**src/rtl/result_collector.sv**
```systemverilog
// result_collector: snapshots a systolic array's accumulators on DONE and streams them
// out row-major over a valid/ready handshake, flagging overruns.
module result_collector #(
  parameter int Bitwidth  = 16,
  parameter int UNITS_X   = 4,
  parameter int UNITS_Y   = 4,
  parameter int ACC_Width = 2*Bitwidth
) (
  input  logic                                        CLK,
  input  logic                                        RST,
  input  logic                                        DONE,
  input  logic [UNITS_X*UNITS_Y*ACC_Width-1:0]        RES,
  output logic [ACC_Width-1:0]                        OUT_DATA,
  output logic [(UNITS_Y > 1 ? $clog2(UNITS_Y) : 1)-1:0] OUT_ROW,
  output logic [(UNITS_X > 1 ? $clog2(UNITS_X) : 1)-1:0] OUT_COL,
  output logic                                        OUT_VALID,
  input  logic                                        OUT_READY,
  output logic                                        OUT_LAST,
  output logic                                        BUSY,
  output logic                                        OVERRUN
);
  localparam int RW = UNITS_Y > 1 ? $clog2(UNITS_Y) : 1;
  localparam int CW = UNITS_X > 1 ? $clog2(UNITS_X) : 1;
  typedef enum logic {IDLE, SEND} state_t;
  state_t                 state_q;
  logic [ACC_Width-1:0]   snap_q [UNITS_Y][UNITS_X];
  logic [RW-1:0]          row_q, row_d;
  logic [CW-1:0]          col_q, col_d;
  logic                   valid_q, busy_q, overrun_q, col_end, last_w;
  always_comb begin
    col_end = col_q == CW'(UNITS_X-1);
    last_w  = col_end && (row_q == RW'(UNITS_Y-1));
    col_d   = col_end ? '0 : col_q + 1'b1;
    row_d   = col_end ? row_q + 1'b1 : row_q;
  end
  always_ff @(posedge CLK) begin
    if (RST) begin
      state_q   <= IDLE;
      row_q     <= '0;
      col_q     <= '0;
      valid_q   <= 1'b0;
      busy_q    <= 1'b0;
      overrun_q <= 1'b0;
      for (int r = 0; r < UNITS_Y; r++)
        for (int c = 0; c < UNITS_X; c++)
          snap_q[r][c] <= '0;
    end else if (state_q == IDLE) begin
      if (DONE) begin
        state_q <= SEND;
        row_q   <= '0;
        col_q   <= '0;
        valid_q <= 1'b1;
        busy_q  <= 1'b1;
        for (int r = 0; r < UNITS_Y; r++)
          for (int c = 0; c < UNITS_X; c++)
            snap_q[r][c] <= RES[ACC_Width*(r*UNITS_X+c) +: ACC_Width];
      end
    end else begin
      if (DONE) overrun_q <= 1'b1;
      if (OUT_READY) begin
        if (last_w) begin
          state_q <= IDLE;
          valid_q <= 1'b0;
          busy_q  <= 1'b0;
          row_q   <= '0;
          col_q   <= '0;
        end else begin
          row_q <= row_d;
          col_q <= col_d;
        end
      end
    end
  end
  // Data is forced to zero outside a frame so IDLE outputs match the reset values.
  assign OUT_DATA  = valid_q ? snap_q[row_q][col_q] : '0;
  assign OUT_ROW   = row_q;
  assign OUT_COL   = col_q;
  assign OUT_VALID = valid_q;
  assign OUT_LAST  = valid_q && last_w;
  assign BUSY      = busy_q;
  assign OVERRUN   = overrun_q;
endmodule

```
**config.mk**
```make
export PLATFORM = sky130hd
export DESIGN_NAME = result_collector
export DESIGN_NICKNAME = d
export VERILOG_FILES = /design/src/rtl/result_collector.sv
export SDC_FILE = /design/constraint.sdc
export NUM_CORES = 1
export LEC_CHECK = 0
export CORE_ASPECT_RATIO = 0.75
export CORE_MARGIN = 10
export CORE_UTILIZATION = 43
export DETAILED_ROUTE_END_ITERATION = 12
export PLACE_DENSITY = 0.73
export SETUP_SLACK_MARGIN = 0.5
export SLEW_MARGIN = 10
export SYNTH_ARGS = -nofsm -noshare
export SYNTH_HDL_FRONTEND = slang
export SYNTH_SLANG_ARGS = --single-unit
```
**constraint.sdc**
```tcl
create_clock -name CLK -period 16.3 [get_ports CLK]
set_clock_uncertainty 0.15 [all_clocks]
set_input_delay 3.26 -clock CLK [delete_from_list [all_inputs] [get_ports CLK]]
set_output_delay 3.26 -clock CLK [all_outputs]
set_load 0.1 [all_outputs]
```
-- Word-level counts from Yosys, hierarchy flattened
Memory sizes are Yosys's and may differ from the RTL's. A register that Yosys moved wholly into a read port is not among the register bits.
Cells that the tools add are included.
- $add $sub $neg: 2
- multipliers: 0
- div/mod/pow operators: 0
- $lt $le $gt $ge: 1
- equal/unequal tests: 5
- shifts and indexed selects: 0
- muxes and demuxes: 44
- bitwise logic cells: 17
- reduce and logical (&&, ||, !) cells: 7
- operators by type and width (operator ; count):
    32-bit 2-to-1 mux ; 19
    32-bit binary-select mux with 2-bit select ; 1
    2-bit 2-to-1 mux ; 11
    1-bit OR ; 16
    1-bit 2-to-1 mux ; 13
    3-bit AND reduction ; 2
    2-bit by 1-bit adder with 2-bit output, second input constant ; 2
    2-bit == test, second input constant ; 2
    2-bit AND reduction ; 2
    3-bit greater-or-equal comparator, second input constant ; 1
    3-bit by 1-bit != test with 1-bit output, second input constant ; 1
    2-bit inverter with 3-bit output ; 1
    1-bit logical AND ; 2
    2-bit by 1-bit != test with 1-bit output, second input constant ; 1
    2-bit != test, second input constant ; 1
    2-bit nonzero test ; 1
- register bits: 7
- bits in latches: 0
- bits in writable memories: 512
- memory bits (read-only): 0
- word-level logic and storage cells: 82
- memories kept: 1
- memories (name ; depth ; bits a word ; read ports ; clocked after memory_dff ; write ports ; line ; text):
    snap_q ; 4 ; 128 ; 1 ; 1 ; 4 ; 26 ; logic [ACC_Width-1:0] snap_q [UNITS_Y][UNITS_X];

-- Depth between registers and ports, before layout
- depth in word-level cells: 7
- mapped depth: 7

-- Worst setup path after synthesis
No wires, ideal clock.
- kind: input to register
- from: in RST
- to: mem snap_q[0][0] in the netlist's numbering, enable pin
- arrival time: 11.807 ns
- required time: 12.498 ns
- path slack: 0.691 ns
- cell stages on the path: 3
- buffers on the path: 1
- cell sequence: clkbuf_1 inv_1 nand2_1
- RTL lines (element ; line ; text):
    start, declared ; 10 ; input logic RST,
    end, declared ; 26 ;

==> impl_metrics.toml <==
[yosys]
syn_inst = 1640
synth_top_cell_by_area = "edfxtp_1"
yosysSeqAreaShare_pct = 65.51
syn_area_per_cell_sq_um = 14.48
ys_top_cells_by_area = "edfxtp_1, and2_1, mux2i_1"
ys_ff_latch = 521
synthArstFlopShare_pct = 0
syn_area_sq_um = 23750
synth_edf_count = 512
synth_top_area_share_pct = 64.75
synthesis.nets = 2158
yosys_warnings = 0
synthFlopType = "edfxtp_1"
ys_types = 35

[global_routing]
grt_util_all_layers_pct = 20.99
grt_max_degree = 199
grt_first_pass_wirelength_microns = 102400
grt.overflow.total = 0
first_global_vias = 15950
antenna_found_initial = 10

[drt]
drtIter0Drc = 1151
drc = 0
vias = 15050
vias_per_cell = 5.178
wl_met1_microns = 28150
wl_met2_microns = 35660
drt_first_pass_iters = 5
top_layer = "met5"
drt-total-wl_microns = 71200
wl_met3_microns = 5898
ant_nets = 0
wl_per_cell_microns = 24.50

[timing]
slew_viol_final = 0
worst_pin_slew_ns = 1.274
relSlewSlack_pct = 15.06
clock.fmax_ghz = 0.1175
period_needed_ns = 8.513
rsz0062_at_grt = "no"
setup_viol = 0
fin_crit_sh_pct = 52.22
finalHoldViolCount = 0
tns_ns = 0

[worst_hold_path]
hp-class = "flip-flop to flip-flop"

[setup_path]
cp_max_fo = 47
worstSetupEndpointType = "output port"
startpoint_type = "flip-flop"
cp.arrival_ns = 5.10
crit_type = "flip-flop to output port"
required_ns = 12.89

[clocking]
post_cts_resize_count = 0
path_clk_slew_ns = 0.06
clk_latency_ns = 0.58
cts_hold_buffers = 0
max-clock-path-buffers = 3
cts_setup_buffers = 0
cts_root_buffer = "clkbuf_16"
htree_num_levels = 2
clock-sinks = 521
numCtsBuffers = 51
cts_tree = "yes"

[placement]
routabilityCongestion = 0.8257
post-dp-hpwl_microns = 50600
io_buffers = 555
dp_cells = 2815

[status]
outcome = "complete, no violations"

[floorplanning]
die_width_microns = 291.3
start_util_pct = 43.54
core_sq_um = 54530
die_area_sq_um = 65120
die-height_microns = 223.5
ios = 556
placementRows = 74

[cells_and_area]
nFillCells = 4281
final_net_count = 2664
instances_no_fill = 2906
syn_to_final_growth_pct = 31.18
multi_input_area_sq_um = 7377
seqCellArea_sq_um = 15560
drive_above_1_share_pct = 5.360

[pwr]
p_seq_share_pct = 51.7
p_int_mw = 2.435
cellPowerDensity_nw_per_um2 = 101.7
p_leak_nw = 10.96
p_comb_share_pct = 12.2
p_sw_share_pct = 23.16
p_sw_mw = 0.7339
power_frac_clock_pct = 36.1
ir_drop_mv = 0.07823

[job]
maxCapViolations = 0
## sequential cells by signal, indices dropped and copies added (netlist names), named ones only
register,count
BUSY,1
snap_q,512
OVERRUN,1
state_q,1
OUT_COL,2
OUT_ROW,2
## power by group through the flow
stage	sequential (mW)	combinational (mW)	clock, mW
after floorplan	1.71	0.186	0
after global placement	1.66	0.385	0
after detailed placement	1.67	0.390	0
after CTS	1.64	0.392	1.16
after global routing	1.65	0.414	1.22
final	1.64	0.386	1.14
## synthesized netlist by cell type (14+ instances only)
cell type	number
clkbuf_1	31
edfxtp_1	512
and2_1	513
buf_6	17
a22oi_1	98
o21ai_1	30
o22ai_1	17
mux2i_1	228
clkbuf_2	40
mux4_2	15
nand2_1	53
a221oi_1	14
## metrics by stage
stage | utilization, % | setup WS [ns] | instance area [sq um] | hold WS [ns] | total power, mW
6_report | 57.12 | 7.787 | 31150 | 0.3464 | 3.169
5_1_grt | 57.12 | 7.516 | 31150 | 0.3556 | 3.281
4_1_cts | 57.11 | 7.696 | 31150 | 0.3444 | 3.195
3_5_place_dp | 54.20 | 8.346 | 29560 | 0.3244 | 2.056
3_3_place_gp | 54.20 | 8.369 | 29560 | 0.3182 | 2.047
2_1_floorplan | - | 0.6913 | 23750 | 0.4627 | 1.892
## cell usage in the layout (no fill, tap or decap), drive strengths merged
cell | Yosys | final
edfxtp | 512 | 512
and2 | 513 | 513
nor3 | 1 | 1
nand3 | 2 | 2
clkbuf | 71 | 68
ha | 2 | 2
bufinv | 0 | 2
diode | 0 | 1
inv | 2 | 3
nor2 | 8 | 8
mux4 | 15 | 15
nand2b | 2 | 2
mux2i | 228 | 228
buf | 48 | 17
clkinv | 0 | 17
a22oi | 98 | 98
a32oi | 1 | 1
a21boi | 1 | 1
or3 | 1 | 1
nor2b | 2 | 2
and3 | 1 | 1
clkdlybuf4s50 | 0 | 555
a31o | 1 | 1
clkinvlp | 0 | 2
nand2 | 53 | 53
dfxtp | 9 | 9
a221oi | 15 | 15
a21oi | 5 | 5
o22ai | 17 | 17
o21ai | 32 | 32
## layer usage
layer,vias to the layer above,global-route usage [%]
li1,7003,-
met1,7401,25.12
met2,531,36.31
met3,94,6.622
met4,18,5.287
met5,-,0
## final timing paths
kind	start	to	depth (start not counted)	slack, ns
setup / recovery	flip-flop	OUT_DATA[29]	7	7.79
hold / removal	OVERRUN	OVERRUN	2	0.35
setup reg to reg	state_q	snap_q[1][42]	5	12.65
hold reg to reg	OVERRUN	OVERRUN	2	0.35
## critical path: stages, from the launching register on
cell and delay [ns]:
dfxtp_4 0.81, buf_4 0.77, buf_4 0.73, mux2i_1 0.16, a221oi_1 0.31, o21ai_1 0.12, o21ai_1 0.30, clkdlybuf4s50_1 1.23
## area by class of cell
| type | count | area share (%) |
|---|---|---|
| multi-input cells | 998 | 23.68 |
| clock inverters | 22 | 0.5101 |
| inverters | 2 | 0.02410 |
| repair buffers | 572 | 18.32 |
| clock buffers | 68 | 4.599 |
| diodes | 1 | 0.008033 |
| well taps | 722 | 2.900 |
| flip-flops and latches | 521 | 49.95 |
## kinds of logic (layout without fill, tap and decap cells)
family                   Yosys count  in the layout  share of synthesized area, %
buffers and inverters            121            664                         3.546
AO/OA/AOI/OAI                    170            170                         5.011
flip-flops                       521            521                         65.51
AND/OR/NAND/NOR                  583            583                         14.80
adder cells (fa/ha/maj)            2              2                        0.1054
multiplexers                     243            243                         11.03
other                              0              1                             0
Power figures use the tool's default switching activity.
